===== src/rtl/ppu_sprite_pkg.sv =====
// Shared definitions for the per-scanline sprite engine: load_data field layout,
// FSM encoding and the pattern bit-select helper. Used with or without SPR_ZERO_HIT_EN.
package ppu_sprite_pkg;

    localparam int SPR_W      = 8;
    localparam int X_LSB      = 0;
    localparam int P0_LSB     = 8;
    localparam int PAL_LSB    = 16;
    localparam int BEHIND_BIT = 21;
    localparam int HFLIP_BIT  = 22;
    localparam int P1_LSB     = 24;

    typedef enum logic [0:0] {
        S_IDLE = 1'b0,
        S_RUN  = 1'b1
    } state_t;

    // Column within the sprite to pattern bit; bit 7 is the leftmost pixel unless flipped.
    function automatic logic [2:0] pattern_bit(input logic [2:0] col, input logic hflip);
        return hflip ? col : (3'd7 - col);
    endfunction

endpackage


===== src/rtl/sprite_slot.sv =====
// One active-bank sprite slot: captures an entry on swap and decodes its pixel at x.
// SPR_ZERO_HIT_EN adds per-slot storage of the sprite-0 flag.
module sprite_slot
    import ppu_sprite_pkg::*;
(
    input  logic        clock,
    input  logic        reset_n,
    input  logic        i_swap,
    input  logic        i_valid,
    input  logic        i_zero,
    input  logic [31:0] i_data,
    input  logic [8:0]  i_x,
    output logic        o_in_range,
    output logic [1:0]  o_px,
    output logic [1:0]  o_pal,
    output logic        o_behind,
    output logic        o_zero
);

    logic [31:0] r_data;
    logic        r_valid;
    logic [8:0]  w_sx;
    logic [2:0]  w_col;
    logic [2:0]  w_bit;
    logic [7:0]  w_p0;
    logic [7:0]  w_p1;
    logic        w_unused_bits;

    // Active entry register, reloaded from the shadow bank at line start.
    always_ff @(posedge clock or negedge reset_n) begin
        if (!reset_n) begin
            r_data  <= 32'd0;
            r_valid <= 1'b0;
        end else if (i_swap) begin
            r_data  <= i_data;
            r_valid <= i_valid;
        end
    end

    // Nine-bit compare so a sprite near the right edge never wraps to x<8.
    assign w_sx       = {1'b0, r_data[X_LSB +: 8]};
    assign o_in_range = r_valid && (i_x >= w_sx) && (i_x < (w_sx + 9'(SPR_W)));
    assign w_col      = i_x[2:0] - r_data[X_LSB +: 3];
    assign w_bit      = pattern_bit(w_col, r_data[HFLIP_BIT]);
    assign w_p0       = r_data[P0_LSB +: 8];
    assign w_p1       = r_data[P1_LSB +: 8];
    assign o_px       = {w_p1[w_bit], w_p0[w_bit]};
    assign o_pal      = r_data[PAL_LSB +: 2];
    assign o_behind   = r_data[BEHIND_BIT];
    assign w_unused_bits = ^{r_data[20:18], r_data[23]};

`ifdef SPR_ZERO_HIT_EN
    logic r_zero;

    // Sprite-0 flag travels with the entry into the active bank.
    always_ff @(posedge clock or negedge reset_n) begin
        if (!reset_n) begin
            r_zero <= 1'b0;
        end else if (i_swap) begin
            r_zero <= i_zero;
        end
    end

    assign o_zero = r_zero;
`else
    logic w_unused_zero;
    assign w_unused_zero = i_zero;
    assign o_zero        = 1'b0;
`endif

endmodule


===== src/rtl/sprite_line_unit.sv =====
// Per-scanline sprite engine: shadow bank fill, line-start swap, priority-resolved pixel output.
// Optional sprite-0 hit detection is enabled by defining SPR_ZERO_HIT_EN.
module sprite_line_unit
    import ppu_sprite_pkg::*;
#(
    parameter int SLOTS = 8,
    parameter int IW    = 3
) (
    input  logic        clock,
    input  logic        reset_n,
    input  logic [7:0]  ctrl1,
    input  logic        frame_start,
    input  logic        line_start,
    input  logic        load_valid,
    output logic        load_ready,
    input  logic [31:0] load_data,
    input  logic        load_zero,
    input  logic        pix_en,
    input  logic [8:0]  x,
    input  logic [4:0]  bg,
    output logic [4:0]  color,
    output logic        hit,
    output logic        overflow,
    output logic        sprite0_hit
);

    localparam logic [IW:0] FULL_CNT = (IW+1)'(SLOTS);

    logic [31:0]      r_sh_data [SLOTS];
    logic [IW:0]      r_cnt;
    state_t           r_state;
    state_t           w_state_nx;
    logic [4:0]       r_color;
    logic             r_hit;
    logic             r_ovf;
    logic             w_accept;
    logic             w_swap;
    logic [IW-1:0]    w_wr_idx;
    logic [SLOTS-1:0] w_sh_zero;
    logic [SLOTS-1:0] w_valid_mask;
    logic [SLOTS-1:0] w_in_range;
    logic [SLOTS-1:0] w_opaque;
    logic [SLOTS-1:0] w_first;
    logic [SLOTS-1:0] w_behind;
    logic [SLOTS-1:0] w_zero;
    logic [1:0]       w_px  [SLOTS];
    logic [1:0]       w_pal [SLOTS];
    logic [1:0]       w_win_px;
    logic [1:0]       w_win_pal;
    logic             w_win_behind;
    logic             w_win;
    logic             w_clip;
    logic [4:0]       w_color_nx;
    logic             w_hit_nx;
    logic             w_s0_nx;
    logic             w_unused_ctrl;

    assign load_ready = (r_cnt < FULL_CNT);
    assign w_accept   = load_valid && load_ready;
    assign w_swap     = line_start && !frame_start;
    // On a swap the incoming entry lands in slot 0 of the freshly emptied shadow bank.
    assign w_wr_idx   = w_swap ? {IW{1'b0}} : r_cnt[IW-1:0];
    assign w_unused_ctrl = ^{ctrl1[7:5], ctrl1[3], ctrl1[1:0]};

    // Shadow bank fill counter and entry storage.
    always_ff @(posedge clock or negedge reset_n) begin
        if (!reset_n) begin
            r_cnt <= {(IW+1){1'b0}};
            for (int i = 0; i < SLOTS; i++) begin
                r_sh_data[i] <= 32'd0;
            end
        end else begin
            if (w_swap) begin
                r_cnt <= w_accept ? {{IW{1'b0}}, 1'b1} : {(IW+1){1'b0}};
            end else if (w_accept) begin
                r_cnt <= r_cnt + {{IW{1'b0}}, 1'b1};
            end
            if (w_accept) begin
                r_sh_data[w_wr_idx] <= load_data;
            end
        end
    end

`ifdef SPR_ZERO_HIT_EN
    logic [SLOTS-1:0] r_sh_zero;
    logic             r_s0;

    // Shadow-bank sprite-0 flags.
    always_ff @(posedge clock or negedge reset_n) begin
        if (!reset_n) begin
            r_sh_zero <= {SLOTS{1'b0}};
        end else if (w_accept) begin
            r_sh_zero[w_wr_idx] <= load_zero;
        end
    end

    // Sticky sprite-0 hit, cleared only by frame start.
    always_ff @(posedge clock or negedge reset_n) begin
        if (!reset_n) begin
            r_s0 <= 1'b0;
        end else if (frame_start) begin
            r_s0 <= 1'b0;
        end else if (pix_en && w_s0_nx) begin
            r_s0 <= 1'b1;
        end
    end

    assign w_sh_zero   = r_sh_zero;
    assign sprite0_hit = r_s0;
`else
    logic w_unused_zero;
    assign w_unused_zero = ^{load_zero, w_s0_nx};
    assign w_sh_zero     = {SLOTS{1'b0}};
    assign sprite0_hit   = 1'b0;
`endif

    for (genvar g = 0; g < SLOTS; g++) begin : g_slot
        assign w_valid_mask[g] = (r_cnt > (IW+1)'(g));
        assign w_opaque[g]     = w_in_range[g] && (w_px[g] != 2'b00);

        sprite_slot u_slot (
            .clock      (clock),
            .reset_n    (reset_n),
            .i_swap     (w_swap),
            .i_valid    (w_valid_mask[g]),
            .i_zero     (w_sh_zero[g]),
            .i_data     (r_sh_data[g]),
            .i_x        (x),
            .o_in_range (w_in_range[g]),
            .o_px       (w_px[g]),
            .o_pal      (w_pal[g]),
            .o_behind   (w_behind[g]),
            .o_zero     (w_zero[g])
        );
    end

    // Isolate the lowest-index opaque slot; a behind-bg winner still masks later slots.
    assign w_first = w_opaque & (~w_opaque + {{(SLOTS-1){1'b0}}, 1'b1});
    assign w_win   = |w_opaque;

    // One-hot select of the winning slot's pixel attributes.
    always_comb begin
        w_win_px     = 2'b00;
        w_win_pal    = 2'b00;
        w_win_behind = 1'b0;
        for (int i = 0; i < SLOTS; i++) begin
            w_win_px     = w_win_px  | ({2{w_first[i]}} & w_px[i]);
            w_win_pal    = w_win_pal | ({2{w_first[i]}} & w_pal[i]);
            w_win_behind = w_win_behind | (w_first[i] & w_behind[i]);
        end
    end

    assign w_clip = !ctrl1[4] || (!ctrl1[2] && (x < 9'd8));

    // Pixel composition for the next registered output.
    always_comb begin
        w_color_nx = bg;
        w_hit_nx   = 1'b0;
        w_s0_nx    = 1'b0;
        if ((r_state == S_RUN) && !w_clip) begin
            w_hit_nx = w_win;
            w_s0_nx  = (|(w_opaque & w_zero)) && (bg[1:0] != 2'b00) && (x != 9'd255);
            if (w_win && !(w_win_behind && (bg[1:0] != 2'b00))) begin
                w_color_nx = {1'b1, w_win_pal, w_win_px};
            end else begin
                w_color_nx = bg;
            end
        end else begin
            w_color_nx = bg;
            w_hit_nx   = 1'b0;
            w_s0_nx    = 1'b0;
        end
    end

    // FSM state register.
    always_ff @(posedge clock or negedge reset_n) begin
        if (!reset_n) begin
            r_state <= S_IDLE;
        end else begin
            r_state <= w_state_nx;
        end
    end

    // Next state: frame start always returns to idle, line start arms the pixel path.
    always_comb begin
        w_state_nx = r_state;
        case (r_state)
            S_IDLE: begin
                if (frame_start) begin
                    w_state_nx = S_IDLE;
                end else if (line_start) begin
                    w_state_nx = S_RUN;
                end else begin
                    w_state_nx = S_IDLE;
                end
            end
            S_RUN: begin
                if (frame_start) begin
                    w_state_nx = S_IDLE;
                end else begin
                    w_state_nx = S_RUN;
                end
            end
            default: w_state_nx = S_IDLE;
        endcase
    end

    // Output pixel register (holds while pix_en is low) and sticky overflow.
    always_ff @(posedge clock or negedge reset_n) begin
        if (!reset_n) begin
            r_color <= 5'd0;
            r_hit   <= 1'b0;
            r_ovf   <= 1'b0;
        end else begin
            if (pix_en) begin
                r_color <= w_color_nx;
                r_hit   <= w_hit_nx;
            end
            if (frame_start) begin
                r_ovf <= 1'b0;
            end else if (load_valid && !load_ready) begin
                r_ovf <= 1'b1;
            end
        end
    end

    assign color    = r_color;
    assign hit      = r_hit;
    assign overflow = r_ovf;

endmodule

===== config.mk =====
export PLATFORM = sky130hd
export DESIGN_NAME = sprite_line_unit
export DESIGN_NICKNAME = d
export VERILOG_FILES = /design/src/rtl/ppu_sprite_pkg.sv /design/src/rtl/sprite_slot.sv /design/src/rtl/sprite_line_unit.sv
export SDC_FILE = /design/constraint.sdc
export NUM_CORES = 1
export LEC_CHECK = 0
export BUFFER_PORTS_ARGS = -buffer_cell sky130_fd_sc_hd__buf_2
export CORE_ASPECT_RATIO = 1.4
export CORE_MARGIN = 2
export CORE_UTILIZATION = 49
export DETAILED_ROUTE_END_ITERATION = 8
export GPL_TIMING_DRIVEN = 0
export HOLD_SLACK_MARGIN = 0.02
export MAX_ROUTING_LAYER = met4
export PLACE_DENSITY = 0.62
export SETUP_SLACK_MARGIN = 0.02
export SLEW_MARGIN = 20
export SYNTH_ARGS = -nofsm -noshare
export SYNTH_HDL_FRONTEND = slang
export SYNTH_SLANG_ARGS = --single-unit
export TNS_END_PERCENT = 30

===== constraint.sdc =====
create_clock -name clock -period 4.5 [get_ports clock]
set_clock_uncertainty 0.15 [all_clocks]
set_input_delay 0.9 -clock clock [delete_from_list [all_inputs] [get_ports clock]]
set_output_delay 0.9 -clock clock [all_outputs]
set_load 0.05 [all_outputs]

=== Yosys cells after proc, flatten, opt, wreduce, memory -nomap -nowiden ===
Index checks and enable logic that the tools add are counted.

* Output and inout port bits: 9
* Word-level logic and storage cells: 247
* Register bits after elaboration: 532
* Input bits: 61

* Bitwise logic cells: 49
* Reductions and logical operators: 51
* Multiplexer cells: 56
* $add $sub $neg: 26
* $lt $le $gt $ge: 36

{| class="wikitable"
|+ Operator list
! kind !! number
|-
| $bwmux 256 || 1
|-
| $demux 32 s3 || 1
|-
| $add 8x4->9 const B || 8
|-
| $ge 9x8->1 || 8
|-
| $lt 9x9->1 || 8
|-
| $bmux 1 s3 || 16
|-
| $and 2x2->2 || 16
|-
| $logic_and 1x1->1 || 32
|-
| $lt 3x4->1 const B || 8
|-
| $mux 32 || 1
|-
| $or 2x2->2 || 14
|-
| $mux 3 || 9
|-
| $sub 3x3->3 || 8
|-
| $sub 3x3->3 const A || 8
|-
| $mux 1 || 23
|-
| $reduce_bool 2->1 || 11
|-
| $gt 4x3->1 const B || 4
|-
| $mux 5 || 2
|-
| $lt 9x4->1 const B || 1
|-
| $add 8x1->8 const B || 1
|-
| $and 1x1->1 || 8
|-
| $and 8x8->8 || 1
|-
| $gt 4x1->1 const B || 2
|-
| $gt 4x2->1 const B || 2
|-
| other kinds (13) || 25
|}

=== Logic depth before layout (Yosys ltp) ===
* Word-level depth: 23
* Mapped depth: 15
* Mapped depth without buffers: 14

=== Modules after synthesis ===
Synthesis repeated with hierarchy kept, for this count alone.

* Cells, all modules: 1,795
* Area total of the unflattened synthesis: 23,926.7 um^2

{| class="wikitable"
|+ By module, submodules not included
! module !! cells each !! seq. area each (um^2) !! instances !! area each (um^2)
|-
| sprite_line_unit || 699 || 6,706.4 || 1 || 10,649.0
|-
| sprite_slot (g_slot[0].u_slot ...) || 137 || 725.7 || 4 || 1,660.3
|-
| sprite_slot (g_slot[2].u_slot ...) || 137 || 725.7 || 4 || 1,659.1
|}

=== Worst setup path after synthesis ===
No wires, ideal clock.

* Path kind: input-to-reg
* Start: in x[0]
* End: reg r_color[1], in the netlist color[1]
* Required time: 4.227 ns
* Data arrival time: 4.635 ns
* Slack: -0.408 ns
* Stages: 14
* Cell sequence: inv_1 ha_1 inv_1 fa_1 buf_2 mux4_2 mux4_2 o2111a_1 buf_6 a311o_1 a22oi_2 a31oi_2 or4_1 o221a_2

* Longest elaborated chain between the ends: 23
* Elaborated cells on any way between the ends: 148
* Classes of those cells: 17 x add/sub; 17 x order compare; 42 x mux; 32 x bitwise; 40 x reduce/logical

{| class="wikitable"
|+ RTL lines
! what !! RTL line !! source
|-
| start, declared || sprite_line_unit.sv:19 || <nowiki>input logic [8:0] x,</nowiki>
|-
| $sub 3x3->3 || sprite_slot.sv:43 || <nowiki>assign w_col = i_x[2:0] - r_data[X_LSB +: 3];</nowiki>
|-
| $sub 3x3->3 || ppu_sprite_pkg.sv:20 || <nowiki>return hflip ? col : (3'd7 - col);</nowiki>
|-
| $mux 3 || ppu_sprite_pkg.sv:20 ||
|-
| $bmux 1 s3 || sprite_slot.sv:47 || <nowiki>assign o_px = {w_p1[w_bit], w_p0[w_bit]};</nowiki>
|-
| $mux 1 (implied by the code) || sprite_slot.sv:47 ||
|-
| $reduce_bool 2->1 || sprite_line_unit.sv:119 || <nowiki>assign w_opaque[g] = w_in_range[g] && (w_px[g] != 2'b00);</nowiki>
|-
| $logic_and 1x1->1 || sprite_line_unit.sv:119 ||
|-
| $not 8->8 || sprite_line_unit.sv:138 || <nowiki>assign w_first = w_opaque & (~w_opaque + {{(SLOTS-1){1'b0}}, 1'b1});</nowiki>
|-
| $add 8x1->8 || sprite_line_unit.sv:138 ||
|-
| $and 8x8->8 || sprite_line_unit.sv:138 ||
|-
| $and 1x1->1 || sprite_line_unit.sv:149 || <nowiki>w_win_behind = w_win_behind | (w_first[i] & w_behind[i]);</nowiki>
|-
| $or 1x1->1 (7 in series) || sprite_line_unit.sv:149 ||
|-
| $logic_and 1x1->1 || sprite_line_unit.sv:163 || <nowiki>if (w_win && !(w_win_behind && (bg[1:0] != 2'b00))) begin</nowiki>
|-
| $logic_not 1->1 || sprite_line_unit.sv:163 ||
|-
| $logic_and 1x1->1 || sprite_line_unit.sv:163 ||
|-
| $mux 5 || sprite_line_unit.sv:163 ||
|-
| $mux 5 * || sprite_line_unit.sv:160 || <nowiki>if ((r_state == S_RUN) && !w_clip) begin</nowiki>
|-
| end signal, assigned || sprite_line_unit.sv:216 || <nowiki>r_color <= w_color_nx;</nowiki>
|-
| end, declared || sprite_line_unit.sv:33 || <nowiki>logic [4:0] r_color;</nowiki>
|}

Mark *: on every way between the ends. The rest lies on a longest branch, timed or not. The select of a mux whose other input is x is not followed.
A chain may end at the register's enable or synchronous reset.

=== Worst setup path in the final report ===
Ends and elaborated chain as after synthesis.

==> metrics.csv <==
stage,metric,value,unit
synthesis,Syn Nets,2286,
cells_and_area,finished layout cell area,0.0266,mm^2
sta,Max Freq,215,MHz
sta,Tightest Pin Transition,1.05,ns
die,DIE AREA,0.0496,mm^2
detailed_routing,Pre-Repair DR Iteration Count,5,
sta,Final setup viols,5,
grt,largest net degree at the start of global routing,93,
critical_path,Critical Path RT,4.82,ns
cells_and_area,Register Area,0.0117,mm^2
critical_path,Crit Path Max Fanout,10,
cells_and_area,diode count,0,
synthesis,Mapped Avg Cell Area,11.2,um^2
sta,final hold violations,0,
cells_and_area,Area Overhead vs Synth,13.4,%
detailed_routing,top layer in use,met4,
clock_network,cell chosen for the clock root,clkbuf_16,
sta,RSZ-0062 raised after global routing,yes,
detailed_routing,DR iter-0 viols,772,
power_and_ir_drop,Lkg Pwr,0.0125,uW
clock_network,CTS tree,done,
synthesis,#FFs+latches synth,468,
detailed_routing,met3 routed WL,2.23,mm
run,max-capacitance violation count,0,
clock_network,Clock Latency Late Sink,0.58,ns
clock_network,clock sink total,468,
clock_network,H-Tree Depth,2,
critical_path,WS Path Type,input port to flip-flop,
sta,normalized max-slew margin,0.298,
detailed_routing,Post-Route WL,59.8,mm
cells_and_area,"most common cell after layout, fill and taps aside",nand2_1,
synthesis,ys async rst share,1.00,
die,core area,0.0470,mm^2
clock_network,cts bufs inserted,47,
cells_and_area,share of layout cells above drive strength 1,0.221,
die,Initial Util,0.498,
place,IO Port Bufs,57,
die,Die Y,263,um
synthesis,synthesized instance count,2093,
place,hpwl dp,44.3,mm
grt,first-pass GRT wire length,94.2,mm
place,Post-DP Area,0.0247,mm^2
detailed_routing,via count of the routed design,16100,
detailed_routing,Post-DRT Antenna Nets,0,
grt,vias in the first global route,16600,
detailed_routing,met2 WL post-DR,29.8,mm
status,failing checks,negative setup slack,
synthesis,library cells used by synthesis,76,
sta,final critical-path required period,4.65,ns
grt,gr ovfl total,0,
status,status,"complete, but fails checks",
die,std cell rows,94,
cells_and_area,multi-input logic area,0.0111,mm^2
detailed_routing,Met1 Wirelength,25.5,mm
clock_network,CTS hold repair buffers,0,
synthesis,synth warn,0,
cells_and_area,Non-Filler Instances,2874,
die,I/O pin count,70,
synthesis,"Primary FF master, synth",dfrtp_1,
grt,gr usage total,0.254,
place,routability congestion estimate,0.931,
synthesis,post-synthesis sequential area ratio,0.500,
cells_and_area,"commonest cells after routing, fill and taps aside","579 x nand2_1, 468 x dfrtp_1, 224 x mux2_2",
critical_path,R2R Setup Slk,0.07,ns
critical_path,CP Data Arrival Time,4.97,ns
synthesis,"EDFF count, synth",0,
worst_hold_path,min-delay worst type,input port to asynchronous set/reset pin,
power_and_ir_drop,Peak VDD IR,262,uV
synthesis,Post-Syn Area,0.0234,mm^2
sta,"Slew Viols, Final",0,
sta,setup ws final,-0.150,ns
cells_and_area,Fillers,4044,
cells_and_area,layout net count,2406,
place,pre-CTS WS,-1.45,ns
sta,Tcrit/Tclk final,1.03,
clock_network,clk slew on worst S/H paths,0.06,ns
place,Placed Cells,2781,
critical_path,CP Capture Type,flip-flop,
detailed_routing,routed vias/inst,5.59,
die,Die X,189,um
power_and_ir_drop,Cell Pwr Density,660,mW/mm^2
grt,initial antenna violation count,0,
clock_network,Max clock buf depth,3,
detailed_routing,wire length per cell,20.8,um
critical_path,Worst setup SP type,input port,
detailed_routing,# DRC,0,
[timing repair]
item                       4_1_cts  5_1_grt
pin swaps                        4        6
resized for setup               21        8
buffers inserted                 6        2
setup endpoints to repair        6        5
[kinds of logic (layout without fill, tap and decap cells)]
group / Yosys count / count (layout) / share of synthesized area
xor+xnor: 38 / 38 / 0.0166
compound gates: 216 / 216 / 0.0611
simple gates: 733 / 733 / 0.129
mux: 320 / 320 / 0.188
buf+inv: 185 / 342 / 0.0314
other cells: 1 / 1 / 0.000160
flops: 468 / 468 / 0.500
fa+ha+maj: 132 / 132 / 0.0731
[final cells by class]
| cell class | count | area share |
|---|---|---|
| timing repair buffer | 72 | 0.0201 |
| clock buffer | 65 | 0.0518 |
| clock inverter | 21 | 0.00971 |
| inverter | 92 | 0.0131 |
| buffer | 92 | 0.0150 |
| sequential | 468 | 0.441 |
| tap | 624 | 0.0294 |
| multi-input combinational | 1440 | 0.420 |
[through the flow]
stage               hold slack (ns)   util   TNS, ns  power [uW]
floorplan                     0.283      -    -0.164       11400
global placement              0.293  0.522  -3222.11       12900
detailed placement            0.295  0.525     -7.16       13200
CTS                           0.132  0.563    -0.398       17500
global route                  0.171  0.564    -0.769       18600
finish                        0.138  0.564    -0.449       17500
[Yosys cell counts (4+ instances only)]
library cell	number	area, um^2
nand2b_1	13	81.3
a211o_1	9	78.8
o21ai_0	84	420
o21a_1	10	75.1
o2111ai_1	4	35.0
a221oi_1	4	35.0
nand3_1	31	155
inv_1	92	345
buf_2	11	55.1
xnor3_1	4	90.1
a22oi_1	4	30.0
clkbuf_1	73	274
dfrtp_1	468	11700
fa_1	8	160
and2_1	4	25.0
nor3_1	21	105
mux2i_1	24	240
mux2_2	224	2520
a211oi_1	12	90.1
mux4_2	68	1530
nor2b_1	18	113
nand2_1	580	2180
xnor2_1	29	254
a21o_1	9	67.6
a21oi_1	23	115
o211ai_1	9	67.6
ha_1	124	1550
nor2_1	34	128
mux4_1	4	105
buf_1	5	18.8
a31oi_1	5	31.3
or3_1	7	43.8
xor2_1	5	43.8
[metal layers]
layer,vias to the layer above,track usage
met5,-,-
met4,0,0.0893
met3,117,0.0288
met2,328,0.426
met1,8146,0.321
li1,7481,-
[where the power goes]
part,switching (uW),internal [uW]
logic,3290,3200
registers,996,5890
clock network,1700,2430
[state kept, by name (all words and copies together) (netlist names)]
register	count
g_slot.u_slot.r_valid	8
r_sh_data	224
color	5
overflow	1
g_slot.u_slot.r_data	224
r_cnt	4
r_state	1
hit	1
[final timing paths]
check / start / to / depth (start not counted)
max: x[0] / color[1]$_DFFE_PN0P_ / 16
min: reset_n / r_sh_data[200]$_DFFE_PN0P_ / 1
max reg2reg: g_slot[0].u_slot.r_data[0]$_DFFE_PN0P_ / color[1]$_DFFE_PN0P_ / 13
min reg2reg: r_sh_data[0]$_DFFE_PN0P_ / g_slot[7].u_slot.r_data[0]$_DFFE_PN0P_ / 2
max in group asynchronous: reset_n / r_sh_data[95]$_DFFE_PN0P_ / 5
min in group clock: r_sh_data[0]$_DFFE_PN0P_ / g_slot[7].u_slot.r_data[0]$_DFFE_PN0P_ / 2
[worst max-delay path: stages]
cell,delay [ns]
buf_6,0.09
clkinvlp_4,0.06
buf_12,0.13
ha_4,0.14
inv_2,0.03
fa_1,0.49
buf_6,0.16
mux4_2,0.51
mux4_2,0.54
o2111a_2,0.32
buf_6,0.16
a311o_1,0.31
a22oi_2,0.33
a31oi_4,0.16
or4_4,0.46
o221a_4,0.13
Power figures use the tool's default switching activity.
